$ cat src/rtl/imem_boot_loader_pkg.sv
// Shared definitions for the instruction-memory boot loader:
// FSM state codes, image framing constants and a small image-size helper.
package imem_boot_pkg;

   // Image framing: a 2-byte little-endian word count, then 4 bytes per word.
   localparam int HDR_BYTES      = 2;
   localparam int BYTES_PER_WORD = 4;

   // Loader states (plain constants so older tools and netlists see fixed codes).
   localparam logic [2:0] HDR_LO = 3'd0;
   localparam logic [2:0] HDR_HI = 3'd1;
   localparam logic [2:0] DATA   = 3'd2;
   localparam logic [2:0] CHECK  = 3'd3;
   localparam logic [2:0] RUN    = 3'd4;
   localparam logic [2:0] ERR    = 3'd5;

   // Total bytes on the wire for an image of n words (header + payload + checksum).
   function automatic int image_bytes(input int n);
      return HDR_BYTES + BYTES_PER_WORD * n + 1;
   endfunction

endpackage

$ cat src/rtl/imem_boot_loader_word_assembler.sv
// 8->32 little-endian word assembler. The first byte of a word lands in
// bits [7:0]. When the fourth byte arrives the full word is captured and
// word_done pulses for exactly one cycle on the following cycle.
module boot_word_assembler
   import imem_boot_pkg::*;
(
   input  logic        clk,
   input  logic        reset,
   input  logic        clr,
   input  logic        byte_valid,
   input  logic [7:0]  byte_in,
   output logic        word_last,
   output logic        word_done,
   output logic [31:0] word_out
);

   localparam int         LANES    = BYTES_PER_WORD - 1;
   localparam logic [1:0] LAST_IDX = 2'(BYTES_PER_WORD - 1);

   logic [1:0]         byte_cnt_reg;
   logic [8*LANES-1:0] lane_reg;
   logic [LANES-1:0]   lane_en;
   logic               word_done_reg;
   logic [31:0]        word_out_reg;

   // One enable per buffered byte lane; the top lane is never buffered,
   // it goes straight into the completed word together with the others.
   generate
      for (genvar gi = 0; gi < LANES; gi++) begin : g_lane_en
         assign lane_en[gi] = byte_valid && (byte_cnt_reg == 2'(gi));
      end
   endgenerate

   assign word_last = byte_valid && (byte_cnt_reg == LAST_IDX);

   // Buffer the low bytes of the word in progress.
   always_ff @(posedge clk or posedge reset) begin
      if (reset) begin
         lane_reg <= '0;
      end else if (clr) begin
         lane_reg <= '0;
      end else begin
         for (int i = 0; i < LANES; i++) begin
            if (lane_en[i]) begin
               lane_reg[8*i +: 8] <= byte_in;
            end
         end
      end
   end

   // Byte counter, completed-word capture and one-cycle done strobe.
   always_ff @(posedge clk or posedge reset) begin
      if (reset) begin
         byte_cnt_reg  <= '0;
         word_done_reg <= 1'b0;
         word_out_reg  <= '0;
      end else if (clr) begin
         byte_cnt_reg  <= '0;
         word_done_reg <= 1'b0;
      end else begin
         word_done_reg <= word_last;
         if (byte_valid) begin
            byte_cnt_reg <= byte_cnt_reg + 2'd1;
         end
         if (word_last) begin
            word_out_reg <= {byte_in, lane_reg};
         end
      end
   end

   assign word_done = word_done_reg;
   assign word_out  = word_out_reg;

endmodule

$ cat src/rtl/imem_boot_loader.sv
// Boot loader: receives an image over a byte stream, writes each
// little-endian word into instruction memory at byte address 4*i,
// verifies an XOR checksum and then releases the core's PC.
module imem_boot_loader
   import imem_boot_pkg::*;
#(
   parameter int MAX_WORDS = 128,
   parameter int ADDR_W    = 9
)
(
   input  logic              clk,
   input  logic              reset,
   input  logic [7:0]        rx_data,
   input  logic              rx_valid,
   output logic              rx_ready,
   input  logic              reload,
   output logic              we0,
   output logic [ADDR_W-1:0] wr_addr0,
   output logic [31:0]       wr_din0,
   output logic              resetpc,
   output logic              busy,
   output logic              err
);

   localparam logic [15:0] MAX_N = 16'(MAX_WORDS);

   logic [2:0]        state_reg;
   logic [2:0]        state_next;
   logic [15:0]       n_reg;
   logic [15:0]       word_idx_reg;
   logic [7:0]        csum_reg;
   logic [ADDR_W-1:0] wr_addr_reg;
   logic              resetpc_reg;
   logic              busy_reg;
   logic              err_reg;

   logic              accept;
   logic              data_byte;
   logic              reload_hit;
   logic [15:0]       n_full;
   logic              word_last;
   logic              word_done;
   logic [31:0]       word_out;

   // Bytes are taken only while an image is being framed or checked.
   always_comb begin
      rx_ready = 1'b0;
      case (state_reg)
         HDR_LO, HDR_HI, DATA, CHECK: rx_ready = 1'b1;
         default:                     rx_ready = 1'b0;
      endcase
   end

   assign accept     = rx_valid && rx_ready;
   assign data_byte  = accept && (state_reg == DATA);
   assign reload_hit = reload && ((state_reg == RUN) || (state_reg == ERR));
   assign n_full     = {rx_data, n_reg[7:0]};

   boot_word_assembler u_asm (
      .clk        (clk),
      .reset      (reset),
      .clr        (reload_hit),
      .byte_valid (data_byte),
      .byte_in    (rx_data),
      .word_last  (word_last),
      .word_done  (word_done),
      .word_out   (word_out)
   );

   // Next-state logic for image framing, verification and release.
   always_comb begin
      state_next = state_reg;
      case (state_reg)
         HDR_LO: begin
            if (accept) state_next = HDR_HI;
         end
         HDR_HI: begin
            if (accept) begin
               if (n_full > MAX_N)       state_next = ERR;
               else if (n_full == 16'd0) state_next = CHECK;
               else                      state_next = DATA;
            end
         end
         DATA: begin
            if (word_last && (word_idx_reg + 16'd1 == n_reg)) state_next = CHECK;
         end
         CHECK: begin
            if (accept) state_next = (rx_data == csum_reg) ? RUN : ERR;
         end
         RUN, ERR: begin
            if (reload) state_next = HDR_LO;
         end
         default: state_next = HDR_LO;
      endcase
   end

   // State, header, word index, checksum and status registers. Status flags
   // are registered straight from the next state so they change together with it.
   always_ff @(posedge clk or posedge reset) begin
      if (reset) begin
         state_reg    <= HDR_LO;
         n_reg        <= '0;
         word_idx_reg <= '0;
         csum_reg     <= '0;
         wr_addr_reg  <= '0;
         resetpc_reg  <= 1'b0;
         busy_reg     <= 1'b0;
         err_reg      <= 1'b0;
      end else begin
         state_reg   <= state_next;
         resetpc_reg <= (state_next == RUN);
         err_reg     <= (state_next == ERR);
         busy_reg    <= (state_next == HDR_HI) || (state_next == DATA) ||
                        (state_next == CHECK);
         if (reload_hit) begin
            n_reg        <= '0;
            word_idx_reg <= '0;
            csum_reg     <= '0;
         end else begin
            if (accept) begin
               csum_reg <= csum_reg ^ rx_data;
            end
            if (accept && (state_reg == HDR_LO)) begin
               n_reg[7:0] <= rx_data;
            end
            if (accept && (state_reg == HDR_HI)) begin
               n_reg[15:8] <= rx_data;
            end
            if (word_last) begin
               word_idx_reg <= word_idx_reg + 16'd1;
               wr_addr_reg  <= {word_idx_reg[ADDR_W-3:0], 2'b00};
            end
         end
      end
   end

   assign we0      = word_done;
   assign wr_addr0 = wr_addr_reg;
   assign wr_din0  = word_out;
   assign resetpc  = resetpc_reg;
   assign busy     = busy_reg;
   assign err      = err_reg;

endmodule

$ cat config.mk
export PLATFORM = sky130hd
export DESIGN_NAME = imem_boot_loader
export DESIGN_NICKNAME = d
export VERILOG_FILES = /design/src/rtl/imem_boot_loader_pkg.sv /design/src/rtl/imem_boot_loader_word_assembler.sv /design/src/rtl/imem_boot_loader.sv
export SDC_FILE = /design/constraint.sdc
export NUM_CORES = 1
export LEC_CHECK = 0
export ABC_AREA = 1
export ABC_CLOCK_PERIOD_IN_PS = 3850
export CELL_PAD_IN_SITES_DETAIL_PLACEMENT = 0
export CELL_PAD_IN_SITES_GLOBAL_PLACEMENT = 2
export CORE_MARGIN = 4
export CORE_UTILIZATION = 34
export DETAILED_ROUTE_END_ITERATION = 7
export PLACE_DENSITY = 0.77
export SLEW_MARGIN = 20
export SYNTH_ARGS = -nofsm -noshare
export SYNTH_HDL_FRONTEND = slang
export SYNTH_SLANG_ARGS = --single-unit
$ cat constraint.sdc
create_clock -name clk -period 3.85 [get_ports clk]
set_input_delay 0.5775 -clock clk [delete_from_list [all_inputs] [get_ports clk]]
set_output_delay 0.5775 -clock clk [all_outputs]
set_load 0.02 [all_outputs]
## Word-level counts from Yosys, hierarchy flattened

Index checks and enable logic that the tools add are counted.

| word-level totals | value |
|---|---|
| memories | 0 |
| latch bits | 0 |
| bits in writable memories | 0 |
| flip-flop bits (word level) | 112 |
| bits in read-only memories | 0 |

| cells by class | value |
|---|---|
| $lt $le $gt $ge | 1 |
| multipliers | 0 |
| reductions and logical operators | 27 |
| divide/modulo/power cells | 0 |
| bitwise gates (word level) | 2 |
| equality and inequality tests | 15 |
| add/sub/neg operators | 2 |
| shifts and indexed selects | 0 |
| multiplexer cells | 24 |

Operators by type and width:

| kind | count |
|---|---|
| $mux 8 | 7 |
| $mux 16 | 3 |
| $mux 24 | 1 |
| $mux 3 | 6 |
| $add 16x1->16 const B | 1 |
| $eq 16x16->1 | 1 |
| $gt 16x8->1 const B | 1 |
| $logic_not 16->1 | 1 |
| $reduce_bool 2->1 | 8 |
| $pmux 3 s5 | 1 |
| $eq 3x2->1 const B | 4 |
| $eq 3x3->1 const B | 4 |
| $logic_and 1x1->1 | 10 |
| $eq 8x8->1 | 1 |
| $xor 8x8->8 | 1 |
| $eq 3x1->1 const B | 2 |
| $eq 2x2->1 const B | 2 |
| $mux 1 | 4 |
| $mux 2 | 2 |
| $reduce_or 4->1 | 1 |
| $logic_not 3->1 | 1 |
| $logic_or 1x1->1 | 3 |
| $add 2x1->2 const B | 1 |
| $eq 2x1->1 const B | 1 |
| 4 further kinds | 4 |

## Logic depth before layout (Yosys ltp)

| logic depth | value |
|---|---|
| depth after elaboration | 12 |
| gate-level depth with buffers | 15 |

## By module

From an unflattened synthesis, not the netlist that was laid out.

| second synthesis, totals | value |
|---|---|
| cells, all modules | 696 |
| area, all modules | 5,615.4 um^2 |

By module, submodules not included:

| module | cells an instance | times used | area each (um^2) |
|---|---|---|---|
| imem_boot_loader | 413 | 1 | 3,055.4 |
| boot_word_assembler | 283 | 1 | 2,560.0 |

## Least setup slack after synthesis

Ideal clock, no wire load.

| timing | value |
|---|---|
| kind | register to register |
| start point | register word_idx_reg[0] |
| end point | register resetpc_reg (netlist: resetpc) |
| cell stages (with the launch flop) | 13 |
| buffers on the path | 0 |
| data arrival time | 1.576 ns |
| clock period less this slack | 1.693 ns |
| path slack | 2.157 ns |
| library setup time | 0.117 ns |
| path through | dfrtp_1 ha_1 or2_2 nand3_1 nand2_1 nor2_1 nand3_1 nor2_1 nand2_1 nor2_1 nand2_1 nand2_1 nor2_1 |

| on the way | value |
|---|---|
| word-level cells in the longest chain between the ends | 6 |

Ends and longest elaborated chain:

| what | RTL line | RTL |
|---|---|---|
| from (decl) | imem_boot_loader.sv:30 | `logic [15:0] word_idx_reg;` |
| from (signal assigned) | imem_boot_loader.sv:130 | `word_idx_reg <= word_idx_reg + 16'd1;` |
| $add 16x1->16 | imem_boot_loader.sv:85 | `if (word_last && (word_idx_reg + 16'd1 == n_reg)) state_next = CHECK;` |
| $eq 16x16->1 | imem_boot_loader.sv:85 |  |
| $logic_and 1x1->1 | imem_boot_loader.sv:85 |  |
| $mux 3 | imem_boot_loader.sv:85 |  |
| $pmux 3 s5 | imem_boot_loader.sv:73 | `case (state_reg)` |
| net state_next[0] | imem_boot_loader.sv:28 | `logic [2:0] state_next;` |
| $eq 3x3->1 | imem_boot_loader.sv:111 | `resetpc_reg <= (state_next == RUN);` |
| to (signal assigned) | imem_boot_loader.sv:111 |  |
| to (decl) | imem_boot_loader.sv:33 | `logic resetpc_reg;` |

The timed path passes the listed nets, and every way through them passes these cells.
A chain may end at the register's enable or synchronous reset.

## Worst setup path in the final report

| timing | value |
|---|---|
| start point | input rx_valid |
| end point | register word_idx_reg[9] |

| on the way | value |
|---|---|
| word-level cells in the longest chain between the ends | 4 |

Ends and longest elaborated chain:

| what | RTL line | RTL |
|---|---|---|
| from (decl) | imem_boot_loader.sv:14 | `input logic rx_valid,` |
| $logic_and 1x1->1 | imem_boot_loader.sv:54 | `assign accept = rx_valid && rx_ready;` |
| $logic_and 1x1->1 | imem_boot_loader.sv:55 | `assign data_byte = accept && (state_reg == DATA);` |
| $logic_and 1x1->1 | imem_boot_loader_word_assembler.sv:34 | `assign word_last = byte_valid && (byte_cnt_reg == LAST_IDX);` |
| $reduce_bool 2->1 (no source line) | -- |  |

No other way between the ends.

==> summary.md <==
| Metric | Value |
|---|---|
| Outcome | finished, final reports clean |
| Largest net degree at the start of global routing | 65 |
| Hold Slack | 0.4822 ns |
| Cell count after synthesis | 636 |
| Critical path class | in -> reg |
| Antenna violations before repair | 0 |
| WL final | around 13000 um |
| CP most frequent cell | nor2_4 |
| Die area | between 15000 and 20000 um2 |
| Register bit count reported by yosys | ~110 |
| Postcts setup bufs | 0 |
| Worst path bufs/invs | 4 |
| Clk sinks | around 110 |
| DRC Markers | 0 |
| Number of buffers on the longest clock path | 2 |
| Max-slew headroom | a little under three fifths |
| IO buf count | between 50 and 60 |
| Final setup viols | 0 |
| Worst setup SP type | input port |
| Via count | just over 4000 |
| Routability Congestion | around 0.83 |
| Pwr/cell area | 580.4 nW/um2 |
| Detail Route Antenna Nets | 0 |
| Grt total ovfl | 0 |
| Most common cell after layout, fill and taps aside | nand2_1 |
| Crit-path slowest cell | clkdlybuf4s50_1 |
| RSZ-0062 raised after global routing | false |
| Mapped Area | about 5200 um2 |
| Tightest Pin Transition | approximately 0.66 ns |
| Max cap viols | 0 |
| # H-tree levels | 3 |
| # fillers | roughly 1500 |
| Synth Warn # | 0 |
| Initial Util | between 30 and 40% |
| Clock skew | 0.007361 ns |
| Hold-fix buffers, CTS | 0 |
| TritonCTS Buffers | 9 |
| Area Overhead vs Synth | 19.43% |
| Worst VDD drop | between 0.0002 and 0.0003 V |
| CP cell instances | clkdlybuf4s50_1 > inv_1 > nor2_4 > nand2_2 > nor2_4 > inv_2 > buf_4 > nand2_1 > o21ai_0 |
| Worst hold stages | 2 |
| Post-CTS Resized | 0 |
| Top Ports | 58 |
| Hold Violations, Final | 0 |
| Post-synth cell types | 31 |
| Avg Vias per Cell | about 4.7 |
| CP Depth | 9 |
| Leakage Power | between 2 and 3 nW |
| Crit. End Element | flop |
| Seq/Total Area, Yosys | 53.65% |
| Die H | 132.0 um |
| # diodes | 0 |
| Rows | 45 |
| CP max stage delay | 0.50 ns |
| Clock transition at path regs | 0.08 ns |
| Multi-input gate area | approximately 2000 um2 |
| R2R cell count | 7 |
| Wire per inst | 14.91 um |
| Final net count | approximately 700 |
| Root buffer cell | clkbuf_16 |
| Most frequent cells in the layout | nand2_1, dfrtp_1, o21ai_0 |
| Maximum clock frequency | slightly above 400 MHz |
| Worst-path fanout max | 39 |
| Die X | between 100 and 150 um |
| Crit path DAT | around 2.7 ns |
| CP top delay family | simple AND/OR/NAND/NOR gates |
| Clock Latency Late Sink | 0.35 ns |
| Min cycle time layout | approximately 2.5 ns |
| First DRT Iteration DRCs | 266 |
| Critical Path RT | slightly above 4 ns |
| Layout cells sized above 1 | around 5.9% |
| First-pass detailed-route iteration total | 5 |
| GRT Total Usage | around 16% |
| First-pass GRT wire length | roughly 22000 um |
| Vias in the first global route | approximately 4200 |
| Worst hold-check path type | reg -> reg |
| Crit share post-route | between 60% and 70% |
| Mapped Avg Cell Area | ~8 um2 |
| Core ar. | about 15000 um2 |
| Final max-slew violation count | 0 |
| CTS tree | built |
| Max reg flops | 32 |
| Sequential cell area | around 2800 um2 |
| Hpwl dp | 9225 um |
| Post-Route Setup TNS | 0 ns |
[synth_stat cells, drive strengths merged]
| master | number | area, um2 |
|---|---|---|
| nor3 | 10 | 50.05 |
| o21ai | 85 | 425.4 |
| clkinv | 1 | 5.000 |
| or2 | 1 | 6.260 |
| xnor2 | 2 | 17.52 |
| o22ai | 10 | 62.56 |
| nand3b | 1 | 7.510 |
| dfrtp | 112 | 2803 |
| nor2 | 41 | 191.4 |
| ha | 5 | 62.56 |
| nand3 | 45 | 225.2 |
| nand2 | 192 | 743.2 |
| clkbuf | 8 | 30.03 |
| a211oi | 1 | 7.510 |
| xor2 | 8 | 70.07 |
| xor3 | 1 | 25.02 |
| a21oi | 6 | 30.03 |
| conb | 1 | 3.750 |
| inv | 85 | 319.1 |
| buf | 12 | 80.08 |
| nand4 | 7 | 43.79 |
| o21a | 2 | 15.01 |
[where the power goes]
part	total, mW	leakage (nW)	internal [mW]	switching, mW
clock	0.938	0.139	0.469	0.469
sequential	1.62	1.47	1.48	0.142
combinational	1.06	1.27	0.375	0.688
total	3.62	2.88	2.32	1.30
[worst register-to-register path, stage by stage (launching register included)]
cell     delay (ns)
dfrtp_1        0.47
nor2_4         0.34
nand2_2        0.15
nor2_4         0.13
inv_2          0.04
buf_4          0.23
nand2_1        0.50
o21ai_0        0.16
[kinds of logic (layout without fill, tap and decap cells)]
group / after synthesis / after routing / synth area share, %
buf+inv: 106 / 161 / 8.311
xor+xnor: 11 / 11 / 2.156
flops: 112 / 112 / 53.65
fa+ha+maj: 5 / 5 / 1.198
compound gates: 104 / 104 / 10.35
simple gates: 297 / 297 / 24.26
other cells: 1 / 2 / 0.07179
[per-layer routing]
layer / GRT usage (%) / routed length, um / part of all wire (%)
met4: 3.851 / 163 / 1.2
met5: 0 / 0 / 0
met1: 22.16 / 6459 / 49
met3: 3.015 / 409 / 3.1
met2: 25.31 / 6090 / 46
[layout make-up]
class	count	area share, %
well taps	188	3.771
inverters	86	5.235
flip-flops and latches	112	44.93
clock inverters	6	0.8223
repair buffers	59	9.507
multi-input cells	419	31.91
clock buffers	10	3.831
[stage by stage]
| stage | cells | power (mW) | setup slack (ns) | utilization, % | instance area, um2 |
|---|---|---|---|---|---|
| after global routing | 880 | 3.897 | 1.126 | 41.19 | 6238 |
| after global placement | 864 | 2.705 | 1.061 | 39.27 | 5948 |
| after CTS | 880 | 3.674 | 1.370 | 41.19 | 6238 |
| after detailed placement | 864 | 2.727 | 1.001 | 39.27 | 5948 |
| after floorplan | 637 | 2.376 | 0.3135 | - | 5228 |
| final | 880 | 3.621 | 1.394 | 41.19 | 6238 |
[final timing paths]
path                                                      from                              to  slack (ns)
worst min-delay path            u_asm.word_out[22]$_DFFE_PP0P_  u_asm.word_out[22]$_DFFE_PP0P_        0.48
worst max-delay path                                  rx_valid     word_idx_reg[9]$_DFFE_PP0P_        1.39
max in group asynchronous                                reset         wr_addr0[8]$_DFFE_PP0P_        2.41
min in group asynchronous                                reset   u_asm.word_out[6]$_DFFE_PP0P_        0.65
worst min register to register  u_asm.word_out[22]$_DFFE_PP0P_  u_asm.word_out[22]$_DFFE_PP0P_        0.48
worst max register to register          state_reg[2]$_DFF_PP0_     word_idx_reg[9]$_DFFE_PP0P_        1.69
No activity file was read; power rests on OpenSTA's default activity.
